## src/rtl/memory_cycle.sv

```systemverilog
// -----------------------------------------------------------------------------
// memory_cycle
//
// Memory-access pipeline stage. It sits between the M-stage control/data
// signals and the writeback stage. Loads and stores go to a variable-latency
// data bus that uses a req/ready handshake. This stage does byte-lane steering
// for stores and sign/zero extension for loads. It raises StallM to the hazard
// unit while an access is in progress.
//
// Optional feature macro: MISALIGN_TRAP_EN
//   When defined, a misaligned half/word access is not issued to the bus.
//   Instead it produces a one-cycle MisalignM pulse and a bubble in W.
//   When undefined, the low address bits are ignored and the access goes to
//   the containing aligned halfword or word.
//
// Ports
//   clk, rst                 rising-edge clock, synchronous active-high reset
//   RegWriteM, ResultSrcM    M-stage register write enable / load select
//   MemWriteM                M-stage store
//   Funct3M                  access size (000 B, 001 H, 010 W, 100 BU, 101 HU)
//   RdM, PCPlus4M            destination register, link value
//   ALU_ResultM              effective address or ALU result
//   WriteDataM               store data
//   mem_req/mem_we           bus request / write select
//   mem_addr                 word-aligned bus address
//   mem_wdata/mem_wstrb      lane-replicated store data / byte strobes
//   mem_ready/mem_rdata      access complete / raw read word
//   StallM                   combinational freeze of F/D/E/M
//   MisalignM                misaligned-access pulse (MISALIGN_TRAP_EN only)
//   RegWriteW..ReadDataW     registered writeback-stage outputs
// -----------------------------------------------------------------------------
module memory_cycle (
  input  logic        clk,
  input  logic        rst,
  input  logic        RegWriteM,
  input  logic        ResultSrcM,
  input  logic        MemWriteM,
  input  logic [2:0]  Funct3M,
  input  logic [4:0]  RdM,
  input  logic [31:0] PCPlus4M,
  input  logic [31:0] ALU_ResultM,
  input  logic [31:0] WriteDataM,
  output logic        mem_req,
  output logic        mem_we,
  output logic [31:0] mem_addr,
  output logic [31:0] mem_wdata,
  output logic [3:0]  mem_wstrb,
  input  logic        mem_ready,
  input  logic [31:0] mem_rdata,
  output logic        StallM,
`ifdef MISALIGN_TRAP_EN
  output logic        MisalignM,
`endif
  output logic        RegWriteW,
  output logic        ResultSrcW,
  output logic [4:0]  RdW,
  output logic [31:0] PCPlus4W,
  output logic [31:0] ALU_ResultW,
  output logic [31:0] ReadDataW
);

  typedef enum logic [1:0] {
    IDLE = 2'd0,
    BUSY = 2'd1,
    DONE = 2'd2
  } state_t;

  state_t state, state_nxt;

  // Size code is Funct3[1:0]: 00 byte, 01 half, anything else is a full word.
  // Funct3[2] selects zero extension for loads.

  // Store data is replicated across all lanes so that the strobes alone
  // select the bytes that are written.
  function automatic logic [31:0] store_wdata(input logic [31:0] wd,
                                              input logic [2:0]  f3);
    case (f3[1:0])
      2'b00:   return {4{wd[7:0]}};
      2'b01:   return {2{wd[15:0]}};
      default: return wd;
    endcase
  endfunction

  function automatic logic [3:0] store_wstrb(input logic [2:0] f3,
                                             input logic [1:0] lo);
    case (f3[1:0])
      2'b00:   return 4'b0001 << lo;
      2'b01:   return 4'b0011 << {lo[1], 1'b0};
      default: return 4'b1111;
    endcase
  endfunction

  // Halfword selection uses only addr[1], so a halfword access with addr[0]
  // set reads the containing aligned halfword.
  function automatic logic [31:0] load_extend(input logic [31:0] rdata,
                                              input logic [2:0]  f3,
                                              input logic [1:0]  lo);
    logic [31:0] bsh;
    logic [31:0] hsh;
    logic [7:0]  b;
    logic [15:0] h;
    bsh = rdata >> {lo, 3'b000};
    hsh = rdata >> {lo[1], 4'b0000};
    b   = bsh[7:0];
    h   = hsh[15:0];
    case (f3[1:0])
      2'b00:   return f3[2] ? {24'd0, b} : {{24{b[7]}}, b};
      2'b01:   return f3[2] ? {16'd0, h} : {{16{h[15]}}, h};
      default: return rdata;
    endcase
  endfunction

`ifdef MISALIGN_TRAP_EN
  function automatic logic is_misaligned(input logic [2:0] f3,
                                         input logic [1:0] lo);
    case (f3[1:0])
      2'b00:   return 1'b0;
      2'b01:   return lo[0];
      default: return lo != 2'b00;
    endcase
  endfunction
`endif

  logic mem_op;
  logic start;
  logic trap;

  assign mem_op = ResultSrcM | MemWriteM;

  // FSM state register
  always_ff @(posedge clk) begin
    if (rst) state <= IDLE;
    else     state <= state_nxt;
  end

  // Next state and stall. StallM is 1 for an op waiting in IDLE and for every
  // BUSY cycle. It drops in DONE, so the pipeline advances at the end of DONE.
  always_comb begin
    state_nxt = state;
    StallM    = 1'b0;
    start     = 1'b0;
    trap      = 1'b0;
    case (state)
      IDLE: begin
        if (mem_op) begin
`ifdef MISALIGN_TRAP_EN
          if (is_misaligned(Funct3M, ALU_ResultM[1:0])) begin
            trap = 1'b1;
          end else begin
            start     = 1'b1;
            StallM    = 1'b1;
            state_nxt = BUSY;
          end
`else
          start     = 1'b1;
          StallM    = 1'b1;
          state_nxt = BUSY;
`endif
        end
      end
      BUSY: begin
        StallM = 1'b1;
        if (mem_ready) state_nxt = DONE;
      end
      DONE: begin
        state_nxt = IDLE;
      end
      default: begin
        state_nxt = IDLE;
      end
    endcase
  end

  // ---- stage p0: request registers, held stable for the whole BUSY phase ----
  logic        req_we_p0;
  logic [31:0] req_addr_p0;
  logic [31:0] req_wdata_p0;
  logic [3:0]  req_wstrb_p0;
  logic [1:0]  req_lo_p0;
  logic [2:0]  req_f3_p0;

  always_ff @(posedge clk) begin
    if (rst) begin
      req_we_p0    <= 1'b0;
      req_addr_p0  <= 32'd0;
      req_wdata_p0 <= 32'd0;
      req_wstrb_p0 <= 4'd0;
      req_lo_p0    <= 2'd0;
      req_f3_p0    <= 3'd0;
    end else if (start) begin
      req_we_p0    <= MemWriteM;
      req_addr_p0  <= {ALU_ResultM[31:2], 2'b00};
      req_wdata_p0 <= store_wdata(WriteDataM, Funct3M);
      req_wstrb_p0 <= MemWriteM ? store_wstrb(Funct3M, ALU_ResultM[1:0]) : 4'b0000;
      req_lo_p0    <= ALU_ResultM[1:0];
      req_f3_p0    <= Funct3M;
    end
  end

  assign mem_req   = (state == BUSY);
  assign mem_we    = req_we_p0;
  assign mem_addr  = req_addr_p0;
  assign mem_wdata = req_wdata_p0;
  assign mem_wstrb = req_wstrb_p0;

  // ---- stage p1: extended load data, captured on the completing BUSY cycle ----
  logic [31:0] ld_data_p1;

  always_ff @(posedge clk) begin
    if (rst) begin
      ld_data_p1 <= 32'd0;
    end else if ((state == BUSY) && mem_ready && !req_we_p0) begin
      ld_data_p1 <= load_extend(mem_rdata, req_f3_p0, req_lo_p0);
    end
  end

  // ---- stage W: writeback registers ----
  // While stalled, only RegWriteW changes (to a bubble). The data registers
  // hold their values so the writeback stage sees stable data.
  always_ff @(posedge clk) begin
    if (rst) begin
      RegWriteW   <= 1'b0;
      ResultSrcW  <= 1'b0;
      RdW         <= 5'd0;
      PCPlus4W    <= 32'd0;
      ALU_ResultW <= 32'd0;
      ReadDataW   <= 32'd0;
    end else if (StallM) begin
      RegWriteW   <= 1'b0;
    end else begin
      RegWriteW   <= RegWriteM & ~trap;
      ResultSrcW  <= ResultSrcM;
      RdW         <= RdM;
      PCPlus4W    <= PCPlus4M;
      ALU_ResultW <= ALU_ResultM;
      ReadDataW   <= ld_data_p1;
    end
  end

`ifdef MISALIGN_TRAP_EN
  // The pulse lines up with the bubble that the trapped access writes to W.
  always_ff @(posedge clk) begin
    if (rst) MisalignM <= 1'b0;
    else     MisalignM <= trap;
  end
`endif

endmodule

```

## config.mk

```make
export PLATFORM = sky130hd
export DESIGN_NAME = memory_cycle
export DESIGN_NICKNAME = d
export VERILOG_FILES = /design/src/rtl/memory_cycle.sv
export SDC_FILE = /design/constraint.sdc
export NUM_CORES = 1
export LEC_CHECK = 0
export BUFFER_PORTS_ARGS = -buffer_cell sky130_fd_sc_hd__buf_2
export CORE_MARGIN = 2
export CORE_UTILIZATION = 35
export DETAILED_ROUTE_END_ITERATION = 10
export PLACE_DENSITY = 0.69
export SYNTH_ARGS = -nofsm -noshare
export SYNTH_HDL_FRONTEND = slang
export SYNTH_SLANG_ARGS = --single-unit
```

## constraint.sdc

```tcl
create_clock -name clk -period 3.3 [get_ports clk]
set_clock_uncertainty 0.2 [all_clocks]
set_input_delay 0.33 -clock clk [delete_from_list [all_inputs] [get_ports clk]]
set_output_delay 0.33 -clock clk [all_outputs]
set_load 0.1 [all_outputs]
```

[After elaboration in Yosys (flattened, before gate mapping)]
Cells that the tools add are included.
W data, S select, Z words.
Word-level totals
  word-level logic and storage cells: 44
  input bits: 142
  output and inout port bits: 174
  register bits: 209
Cells by class
  reductions and logical operators: 8
  equal/unequal tests: 5
  muxes and demuxes: 12
  bitwise operators: 1
  shift operators: 4
Operators by type and width (count)
  $pmux W32 S2: 2
  $mux W32: 2
  $shr A32 B5 Y16: 1
  $shr A32 B5 Y8: 1
  $pmux W4 S2: 1
  $eq A2 B1 Y1 const B: 3
  $logic_not A2 Y1: 3
  $mux W2: 2
  $mux W4: 1
  $pmux W2 S2: 1
  $shl A1 B2 Y4 const A: 1
  $shl A2 B2 Y4 const A: 1
  $logic_and A1 B1 Y1: 2
  $mux W1: 2
  $ne A2 B1 Y1 const B: 1
  $ne A2 B2 Y1 const B: 1
  $pmux W1 S2: 1
  $reduce_and A2 Y1: 1
  $reduce_or A2 Y1: 1
  $logic_not A1 Y1: 1
  $or A1 B1 Y1: 1

[Longest topological paths before layout]
Gate-level depths: netlist of run 1.
  word-level depth: 4
  gate-level depth with buffers: 7

[Worst setup path after synthesis of run 1]
No wires, ideal clock.
  path kind: register to register
  start: register state[0]
  end: register state[1]
  stages on the path, launching flop included: 3
  arrival: 2.111 ns
  period minus slack after synthesis: 2.378 ns
  data required time: 3.033 ns
  setup time: 0.067 ns
  path slack: 0.922 ns
  cells stage by stage: dfxtp_1 nor2b_1 and3b_1
Between the ends
  cells in the longest elaborated chain, start to end: 3
RTL lines
  from (decl): line 68  | state_t state, state_nxt;
  from (signal assigned): line 133  | else state <= state_nxt;
  $eq A2 B1 Y1 *
  named net mem_req: line 43  | output logic mem_req,
  $ne A2 B1 Y1 (no source line)
  $reduce_and A2 Y1 (no source line)
The timed path passes the listed nets; every way through them passes the cells marked *.
A chain may end at the register's enable or synchronous reset.

[Worst setup path after layout of run 1]
  start: input ResultSrcM
  end: register ALU_ResultW[21]
Between the ends
  cells in the longest elaborated chain, start to end: 3
RTL lines
  from (decl): line 36  | input logic ResultSrcM,
  $or A1 B1 Y1: line 128  | assign mem_op = ResultSrcM | MemWriteM;
  $mux W1: line 145  | if (mem_op) begin
  $pmux W1 S2: line 143  | case (state)
  to (signal assigned): line 235  | ALU_ResultW <= ALU_ResultM;
  to (decl): line 58  | output logic [31:0] ALU_ResultW,
No other way between the ends.

==> results.sh, run 1 <==
export IMPL_outcome="completed"
export IMPL_synth_cell_types=39
export IMPL_start_util_pct=35.7
export IMPL_clkTransAtPathRegs_ns=0.06
export IMPL_area_growth_pct=45.2
export IMPL_power_density_nw_per_um2=635
export IMPL_finalCritPeriodShare_pct=76.9
export IMPL_worstMarginPinSlew_ns=0.860
export IMPL_row_count=55
export IMPL_worst_slack_ns=0.763
export IMPL_antenna_found_initial=2
export IMPL_cts_buffers=23
export IMPL_placedCellCount=1530
export IMPL_max_freq_mhz=394
export IMPL_grt_max_degree=102
export IMPL_p_leak_nw=5.13
export IMPL_cts_repair_resized=0
export IMPL_cp_buffers_inverters=5
export IMPL_cp_max_fo=52
export IMPL_grt_busiest_layer="met2"
export IMPL_die_w_um=156
export IMPL_drv_cap=0
export IMPL_place_ws_ns=1.03
export IMPL_yosysWarnings=0
export IMPL_dpl_hpwl_mm=17.3
export IMPL_vias=8393
export IMPL_crit_path_max_incr_delay_ns=0.57
export IMPL_postRouteAntennaNets=0
export IMPL_synthFlopType="dfxtp_1"
export IMPL_drt_pre_antenna_iters=5
export IMPL_worst_setup_path_end_kind="flip-flop"
export IMPL_wl_per_cell_um=16.0
export IMPL_use_met1_pct=25.6
export IMPL_grt_overflow_total=0
export IMPL_io_pin_count=316
export IMPL_cts_max_path_buffers=3
export IMPL_start_kind="input port"
export IMPL_yosysSeqAreaShare_pct=51.8
export IMPL_path_class="in -> reg"
export IMPL_cpMostUsedCell="dlygate4sd3_1"
export IMPL_clk_latency_ns=0.49
export IMPL_numPortBuffers=313
export IMPL_slew_headroom_pct=42.7
export IMPL_use_met2_pct=34.9
export IMPL_ys_ff_latch=209
export IMPL_rsz0062_at_grt="no"
export IMPL_drt_iter0_drc=596
export IMPL_viasPerCell=4.97
export IMPL_vdd_drop_max_mv=0.449
export IMPL_avgSynthCellArea_sq_um=8.07
export IMPL_arrival_ns=2.77
export IMPL_slowest_stage="dlygate4sd3_1"
export IMPL_syn_inst=1002
export IMPL_cts_root_buffer_cell="clkbuf_16"
export IMPL_gp_congestion=0.933
export IMPL_finalNonFillerCells=1689
export IMPL_synth_edf_count=0
export IMPL_cts_tree="built"
export IMPL_die_area_sq_um=24300
export IMPL_die_h_um=156
export IMPL_slew_viol_final=0
export IMPL_path_cells="dlygate4sd3_1 -> buf_2 -> nor3_1 -> or2_4 -> clkinv_2 -> buf_4 -> nand2_1 -> a21oi_1 -> dlygate4sd3_1"
export IMPL_path_delay_family="buffers and inverters"
export IMPL_finalSetupViolCount=0
export IMPL_min_path_type="in -> reg"
export IMPL_drc=0
export IMPL_setup_tns_ns=0
export IMPL_finalPower_mw=7.45
export IMPL_nets=1528
export IMPL_grt_pass1_vias=7828
export IMPL_period_needed_ns=2.54
export IMPL_required_ns=3.54
export IMPL_grt_pass1_wl_mm=41.3
export IMPL_hold_violations=0
export IMPL_synthArstFlopShare_pct=0
export IMPL_gr_usage_met3_pct=5.92
export IMPL_routed_wl_mm=27.1
export IMPL_core_area_sq_um=22600
export IMPL_drive_gt1_share_pct=27.7
export IMPL_h_tree_depth=1
export IMPL_syn_area_sq_um=8080
export IMPL_clkSinkCount=209
export IMPL_grt_use_total_pct=20.8
Yosys cell counts, types with 2 or more instances:
cell      number  area [sq um]
or3_1          2          12.5
nand2b_1       3          18.8
a211oi_1      21           158
nand3b_1       8          60.1
nor3_1         3          15.0
buf_4          8          60.1
nor2_1        50           188
mux2_2         7          78.8
buf_1          2          7.51
nand2_1      334          1250
a211oi_2      11           138
buf_2         30           150
o31ai_1        7          52.6
mux2i_1       18           180
a311oi_1       9          78.8
nand3_1        7          35.0
a21oi_1      175           876
nor3b_1        4          30.0
a221oi_1       7          61.3
clkbuf_1      40           150
nor2b_1        4          25.0
o21ai_0       27           135
dfxtp_1      209          4180
final cells by class:
| type | count | area [sq um] |
|---|---|---|
| diodes | 2 | 5.00 |
| clock buffers | 31 | 666 |
| clock inverters | 10 | 130 |
| fillers | 2095 | 10900 |
| inverters | 2 | 8.76 |
| multi-input cells | 711 | 3530 |
| flip-flops and latches | 209 | 4180 |
| well taps | 285 | 357 |
| repair buffers | 439 | 2860 |
path summary, 6_finish.rpt:
kind / start / endpoint / slack (ns) / cells past startpoint
worst max-delay path: ResultSrcM / ALU_ResultW[21] / 0.76 / 9
worst min-delay path: WriteDataM[28] / mem_wdata[28] / 0.02 / 5
worst max register to register: state[0] / ALU_ResultW[21] / 0.81 / 7
worst min register to register: ReadDataW[27] / ReadDataW[27] / 0.24 / 2
placed cells by master, fill, tap and decap left out, types with 18 or more instances in the layout:
cell,n
o21ai_0,27
clkbuf_16,23
a211oi_1,21
a21oi_1,175
nor2_1,50
buf_2,312
nand2_1,334
dfxtp_1,209
mux2i_1,18
dlygate4sd3_1,116
registers in the layout (all words and copies together) (netlist names), 2 cells and up:
name	count
ALU_ResultW	32
PCPlus4W	32
RdW	5
ReadDataW	32
ld_data_p1	32
mem_addr	30
mem_wdata	32
mem_wstrb	4
req_f3_p0	3
req_lo_p0	2
state	2
cell families (layout without fill, tap and decap cells):
kind of cell           Yosys count  after routing  share of synthesized area [%]
other                            1              4                         0.0464
muxes                           25             25                           3.20
and+or+nand+nor                421            421                           20.9
buffers and inverters           83            482                           4.78
AOI/OAI and AO/OA              263            263                           19.3
DFF                            209            209                           51.8
through the flow:
stage | utilization (%) | instance area, sq um | hold WS (ns)
global placement | 43.2 | 9770 | 0.235
floorplan | - | 8090 | 0.233
finish | 51.8 | 11700 | 0.0218
detailed placement | 43.2 | 9770 | 0.240
CTS | 51.8 | 11700 | 0.00406
global route | 51.8 | 11700 | 0.0289
worst min-delay path, delay by kind of cell:
kind | cells | cell delay, ns
compound gates | 2 | 0.18
simple gates | 2 | 0.09
buf+inv | 1 | 0.08
power by group:
part	internal, mW	switching [mW]	total [mW]
sequential	2.70	0.0996	2.80
combinational	0.436	1.55	1.98
clock	1.64	1.03	2.67
metal layers:
| metal | vias up | routed length (um) |
|---|---|---|
| met1 | 3850 | 11500 |
| met2 | 347 | 12500 |
| met4 | 0 | 839 |
| met3 | 61 | 2260 |
| li1 | 4135 | - |
| met5 | - | 0 |
timing repair:
item,4_1_cts,5_1_grt
hold buffers,116,0
setup buffers,0,0
hold endpoints to repair,142,0
No activity file was read; power rests on OpenSTA's default activity.
==> run 2, diff against run 1 <==
Clock period 3.3 ns to 2.6 ns, I/O delays scaled along.
==> results.sh, run 2 (synthesis results as in run 1) <==
export IMPL_row_count=55
export IMPL_drc=0
export IMPL_finalSetupViolCount=0
export IMPL_grt_max_degree=102
export IMPL_drt_iter0_drc=651
export IMPL_hold_end="req_f3_p0[0]"
export IMPL_clkTransAtPathRegs_ns=0.06
export IMPL_holdPathStages=3
export IMPL_drive_gt1_share_pct=27.5
export IMPL_clkSinkCount=209
export IMPL_power_density_nw_per_um2=791
export IMPL_r2r_start="req_f3_p0[0]"
export IMPL_drv_cap=0
export IMPL_required_ns=2.84
export IMPL_clk_latency_ns=0.51
export IMPL_finalInstanceArea_sq_um=12200
export IMPL_grt_pass1_wl_mm=42.8
export IMPL_path_delay_family="flip-flops"
export IMPL_setup_tns_ns=0
export IMPL_most_common_layout_cells="334 x nand2_1, 312 x buf_2, 209 x dfxtp_1, 175 x a21oi_1, 149 x dlygate4sd3_1"
export IMPL_cts_root_buffer_cell="clkbuf_16"
export IMPL_grt_use_total_pct=21.7
export IMPL_path_cells="nor2b_1 -> nor2_1 -> a221oi_1 -> o31ai_1 -> dlygate4sd3_1"
export IMPL_start_kind="flip-flop"
export IMPL_r2r_setup_slack_ns=0.12
export IMPL_area_growth_pct=50.8
export IMPL_place_ws_ns=0.560
export IMPL_slowest_stage="dfxtp_1"
export IMPL_placed_area_sq_um=9850
export IMPL_reg2reg_to="ld_data_p1[3]"
export IMPL_worst_setup_path_end_kind="flip-flop"
export IMPL_reg2regPathDepth=5
export IMPL_min_delay_start="Funct3M[0]"
export IMPL_dpl_hpwl_mm=17.5
export IMPL_hold_violations=0
export IMPL_wl_per_cell_um=16.2
export IMPL_slew_viol_final=0
export IMPL_finalCritPeriodShare_pct=95.3
export IMPL_antenna_found_initial=1
export IMPL_arrival_ns=2.72
export IMPL_h_tree_depth=1
export IMPL_core_area_sq_um=22600
export IMPL_nets=1571
export IMPL_grt_overflow_total=0
export IMPL_holdWs_ns=0.0439
export IMPL_vdd_drop_max_mv=0.474
export IMPL_die_area_sq_um=24300
export IMPL_drt_pre_antenna_iters=5
export IMPL_post_cts_buffers=0
export IMPL_numPortBuffers=313
export IMPL_gp_congestion=0.891
export IMPL_cts_max_path_buffers=3
export IMPL_io_pin_count=316
export IMPL_min_path_type="in -> reg"
export IMPL_rsz0062_at_grt="no"
export IMPL_cts_tree="built"
export IMPL_start_util_pct=35.7
export IMPL_utilization_pct=53.8
export IMPL_max_freq_mhz=404
export IMPL_die_h_um=156
export IMPL_routed_wl_mm=28.0
export IMPL_cp_max_fo=16
export IMPL_postRouteAntennaNets=0
export IMPL_grt_pass1_vias=8350
export IMPL_cp_buffers_inverters=1
export IMPL_outcome="completed"
export IMPL_period_needed_ns=2.48
export IMPL_cts_buffers=24
export IMPL_slew_headroom_pct=53.2
export IMPL_worst_slack_ns=0.122
export IMPL_viasPerCell=4.99
export IMPL_crit_path_max_incr_delay_ns=0.61
export IMPL_path_class="reg -> reg"
export IMPL_die_w_um=156
export IMPL_worstMarginPinSlew_ns=0.702
export IMPL_p_leak_nw=5.35
export IMPL_vias=8646
export IMPL_final_common_cell="nand2_1"
-- run 2: changes by cell type in the layout (fill, tap and decap cells not counted), moves of 2 or more --
cell | before | now
dlygate4sd3_1 | 116 | 149
buf_4 | 6 | 14
clkinv_2 | 6 | 1
clkbuf_1 | 2 | 5
clkbuf_16 | 23 | 25
-- run 2: timing repair --
item,4_1_cts,5_1_grt
setup endpoints to repair,0,1
hold buffers,149,0
endpoints found under the hold margin,178,0
resized for setup,0,1
-- run 2: worst max-delay path by stage --
stage,startpoint,endpoint,slack (ns),depth (start not counted)
after floorplan,state[0],state[1],0.22,2
after global placement,state[1],mem_addr[26],0.66,4
after detailed placement,req_lo_p0[1],ld_data_p1[9],0.56,5
after CTS,state[1],mem_addr[24],0.09,5
after global routing,state[0],PCPlus4W[11],0.04,7
final,req_f3_p0[0],ld_data_p1[3],0.12,5
-- run 2: worst register-to-register path: stages, from the launching register on --
cell	delay (ns)
dfxtp_1	0.61
nor2b_1	0.13
nor2_1	0.38
a221oi_1	0.23
o31ai_1	0.29
dlygate4sd3_1	0.59
-- run 2: through the flow --
stage | total power [mW] | instances
detailed placement | 5.99 | 1539
finish | 9.64 | 1734
global placement | 5.97 | 1539
CTS | 9.72 | 1731
global route | 10.0 | 1731
floorplan | 5.49 | 1003
-- run 2: power breakdown --
group / total (mW) / internal (mW) / switching [mW]
clock: 3.51 / 2.16 / 1.35
combinational: 2.58 / 0.607 / 1.97
sequential: 3.55 / 3.42 / 0.125
-- run 2: cell type report --
class	instances	area, sq um
clock buffers	37	741
repair buffers	481	3270
multi-input cells	711	3530
flip-flops and latches	209	4180
clock inverters	6	95.1
fillers	2000	10400
well taps	285	357
diodes	3	7.51
inverters	2	8.76
-- run 2: metal layers --
| metal | vias up | GRT usage [%] | share of wire (%) |
|---|---|---|---|
| li1 | 4217 | - | - |
| met1 | 3956 | 25.6 | 40 |
| met2 | 397 | 37.8 | 48 |
| met3 | 76 | 5.92 | 9.0 |
| met4 | 0 | 8.08 | 3.4 |
| met5 | - | 0 | 0 |
==> run 3, diff against run 2 <==
--- a/config.mk
+++ b/config.mk
@@ -6,9 +6,10 @@
 export NUM_CORES = 1
 export LEC_CHECK = 0
+export ABC_AREA = 1
 export BUFFER_PORTS_ARGS = -buffer_cell sky130_fd_sc_hd__buf_2
 export CORE_MARGIN = 2
 export CORE_UTILIZATION = 35
 export DETAILED_ROUTE_END_ITERATION = 10
-export PLACE_DENSITY = 0.69
+export PLACE_DENSITY = 0.68
 export SYNTH_ARGS = -nofsm -noshare
 export SYNTH_HDL_FRONTEND = slang
==> constraint.sdc (replaced) <==
create_clock -name clk -period 2.6 [get_ports clk]
set_clock_uncertainty 0.2 [all_clocks]
set_input_delay 0.13 -clock clk [delete_from_list [all_inputs] [get_ports clk]]
set_output_delay 0.13 -clock clk [all_outputs]
set_load 0.1 [all_outputs]
==> results.sh, run 3 <==
export IMPL_routed_wl_mm=28.9
export IMPL_syn_inst=1097
export IMPL_p_leak_nw=5.98
export IMPL_wl_per_cell_um=15.2
export IMPL_die_h_um=157
export IMPL_synthArstFlopShare_pct=0
export IMPL_reg2reg_to="PCPlus4W[23]"
export IMPL_most_common_layout_cells="314 x nor2_1, 313 x buf_2, 209 x dfxtp_1, 193 x dlygate4sd3_1, 190 x o21ai_0"
export IMPL_io_pin_count=316
export IMPL_synthFlopType="dfxtp_1"
export IMPL_numPortBuffers=313
export IMPL_start_util_pct=35.3
export IMPL_holdPathStages=4
export IMPL_grt_pass1_vias=8821
export IMPL_rsz0062_at_grt="no"
export IMPL_core_area_sq_um=23300
export IMPL_cts_root_buffer_cell="clkbuf_16"
export IMPL_final_common_cell="nor2_1"
export IMPL_drt_iter0_drc=713
export IMPL_path_class="reg -> reg"
export IMPL_finalPower_mw=10.7
export IMPL_grt_max_degree=82
export IMPL_seqPwrFrac_pct=34.1
export IMPL_drive_gt1_share_pct=25.4
export IMPL_cp_max_fo=46
export IMPL_reg2regPathDepth=8
export IMPL_setup_tns_ns=0
export IMPL_yosysSeqAreaShare_pct=51.0
export IMPL_worst_setup_path_end_kind="flip-flop"
export IMPL_p_sw_share_pct=39.2
export IMPL_finalInstanceArea_sq_um=12700
export IMPL_avgSynthCellArea_sq_um=7.48
export IMPL_period_needed_ns=2.37
export IMPL_synth_top_area_share_pct=51.0
export IMPL_slew_headroom_pct=58.7
export IMPL_synth_most_common_cell="nor2_1"
export IMPL_clkPwrFrac_pct=32.7
export IMPL_drv_cap=0
export IMPL_p_switching_mw=4.21
export IMPL_post_cts_buffers=0
export IMPL_dpl_hpwl_mm=17.3
export IMPL_r2r_start="state[0]"
export IMPL_n_antenna_cell=0
export IMPL_vias=9224
export IMPL_finalSetupViolCount=0
export IMPL_synth_cell_types=27
export IMPL_min_path_type="in -> reg"
export IMPL_start_kind="flip-flop"
export IMPL_power_frac_comb_pct=33.2
export IMPL_finalCritPeriodShare_pct=91.2
export IMPL_clkTransAtPathRegs_ns=0.06
export IMPL_synthTopCellsByCount="314 x nor2_1, 209 x dfxtp_1, 190 x o21ai_0, 140 x nand2_1, 73 x a21oi_1"
export IMPL_r2r_setup_slack_ns=0.23
export IMPL_hold_end="mem_wdata[14]"
export IMPL_clkSinkCount=209
export IMPL_post_synth_top_area_cell="dfxtp_1"
export IMPL_worstMarginPinSlew_ns=0.618
export IMPL_h_tree_depth=1
export IMPL_max_freq_mhz=422
export IMPL_nets=1707
export IMPL_ys_ff_latch=209
export IMPL_cts_buffers=23
export IMPL_arrival_ns=2.60
export IMPL_grt_pass1_wl_mm=44.2
export IMPL_area_growth_pct=54.4
export IMPL_utilization_pct=54.5
export IMPL_vdd_drop_max_mv=0.486
export IMPL_antenna_found_initial=0
export IMPL_die_area_sq_um=24700
export IMPL_min_delay_start="Funct3M[1]"
export IMPL_cts_max_path_buffers=3
export IMPL_yosysWarnings=0
export IMPL_die_w_um=157
export IMPL_grt_overflow_total=0
export IMPL_p_int_mw=6.52
export IMPL_clk_latency_ns=0.50
export IMPL_required_ns=2.82
export IMPL_drt_pre_antenna_iters=5
export IMPL_hold_violations=0
export IMPL_gp_congestion=0.859
export IMPL_synth_edf_count=0
export IMPL_outcome="completed"
export IMPL_postRouteAntennaNets=0
export IMPL_cts_tree="built"
export IMPL_power_density_nw_per_um2=846
export IMPL_synthTopCellsByArea="dfxtp_1 51%, nor2_1 14%, o21ai_0 12%"
export IMPL_drc=0
export IMPL_viasPerCell=4.86
export IMPL_row_count=56
export IMPL_placed_area_sq_um=9920
export IMPL_critPathLaunch="state[0]"
export IMPL_slew_viol_final=0
export IMPL_syn_area_sq_um=8210
export IMPL_grt_use_total_pct=22.0
## run 3: cell types whose count changed in the layout (fill, tap and decap cells not counted), moves of 11 or more
cell	before	now
a211oi_1	21	0
nor2_1	50	314
nand2_1	334	140
inv_1	1	20
o21ai_0	27	190
a211oi_2	11	0
a21oi_1	175	73
dlygate4sd3_1	149	193
mux2i_1	18	0
a21oi_2	0	13
## run 3: final cells by class
class | count | area, sq um
sequential | 209 | 4180
clock buffer | 34 | 697
clock inverter | 6 | 130
timing repair buffer | 523 | 3690
multi-input combinational | 778 | 3460
fill | 2106 | 10600
tap | 319 | 399
inverter | 30 | 119
## run 3: what timing repair did
item | 4_1_cts | 5_1_grt
hold endpoints to repair | 176 | 0
hold buffers | 193 | 0
gates resized for setup | 0 | 0
## run 3: through the flow
stage | setup WS (ns) | hold WS, ns | cells
floorplan | 0.568 | 0.0583 | 1098
global placement | 0.716 | 0.161 | 1666
detailed placement | 0.694 | 0.170 | 1666
CTS | 0.287 | 0.0700 | 1899
global route | 0.0740 | 0.107 | 1899
finish | 0.228 | 0.0897 | 1899
## run 3: worst max path at each step
stage / endpoint / depth (start not counted)
after floorplan: RdW[1] / 8
after CTS: mem_addr[23] / 10
final: PCPlus4W[23] / 8
after global placement: ld_data_p1[18] / 8
after global routing: PCPlus4W[23] / 8
after detailed placement: ld_data_p1[18] / 8
## run 3: cells by family after synthesis
group / after synthesis / synth area share, %
flip-flops: 209 / 51.0
AND/OR/NAND/NOR: 489 / 23.7
other: 1 / 0.0457
buffers and inverters: 111 / 6.90
AO/OA/AOI/OAI: 287 / 18.4
## run 3: power groups by stage
stage / combinational (mW) / clock, mW / sequential [mW]
floorplan: 0.825 / 0 / 5.55
global placement: 3.23 / 0 / 3.71
detailed placement: 3.25 / 0 / 3.72
CTS: 3.52 / 3.61 / 3.65
global route: 3.74 / 3.73 / 3.69
finish: 3.56 / 3.51 / 3.66
## run 3: routing by layer
layer,wire (um),global-route usage [%]
met5,0,0
met4,1420,11.8
met3,2340,4.46
met2,13300,37.5
met1,11900,26.1
## run 3: critical path, cell delays in order (launching register included)
cell,delay (ns)
dfxtp_1,0.38
inv_2,0.06
nor2_4,0.11
inv_2,0.06
nand2_4,0.15
buf_4,0.40
o21ai_0,0.17
dlygate4sd3_1,0.61
nor2_1,0.13
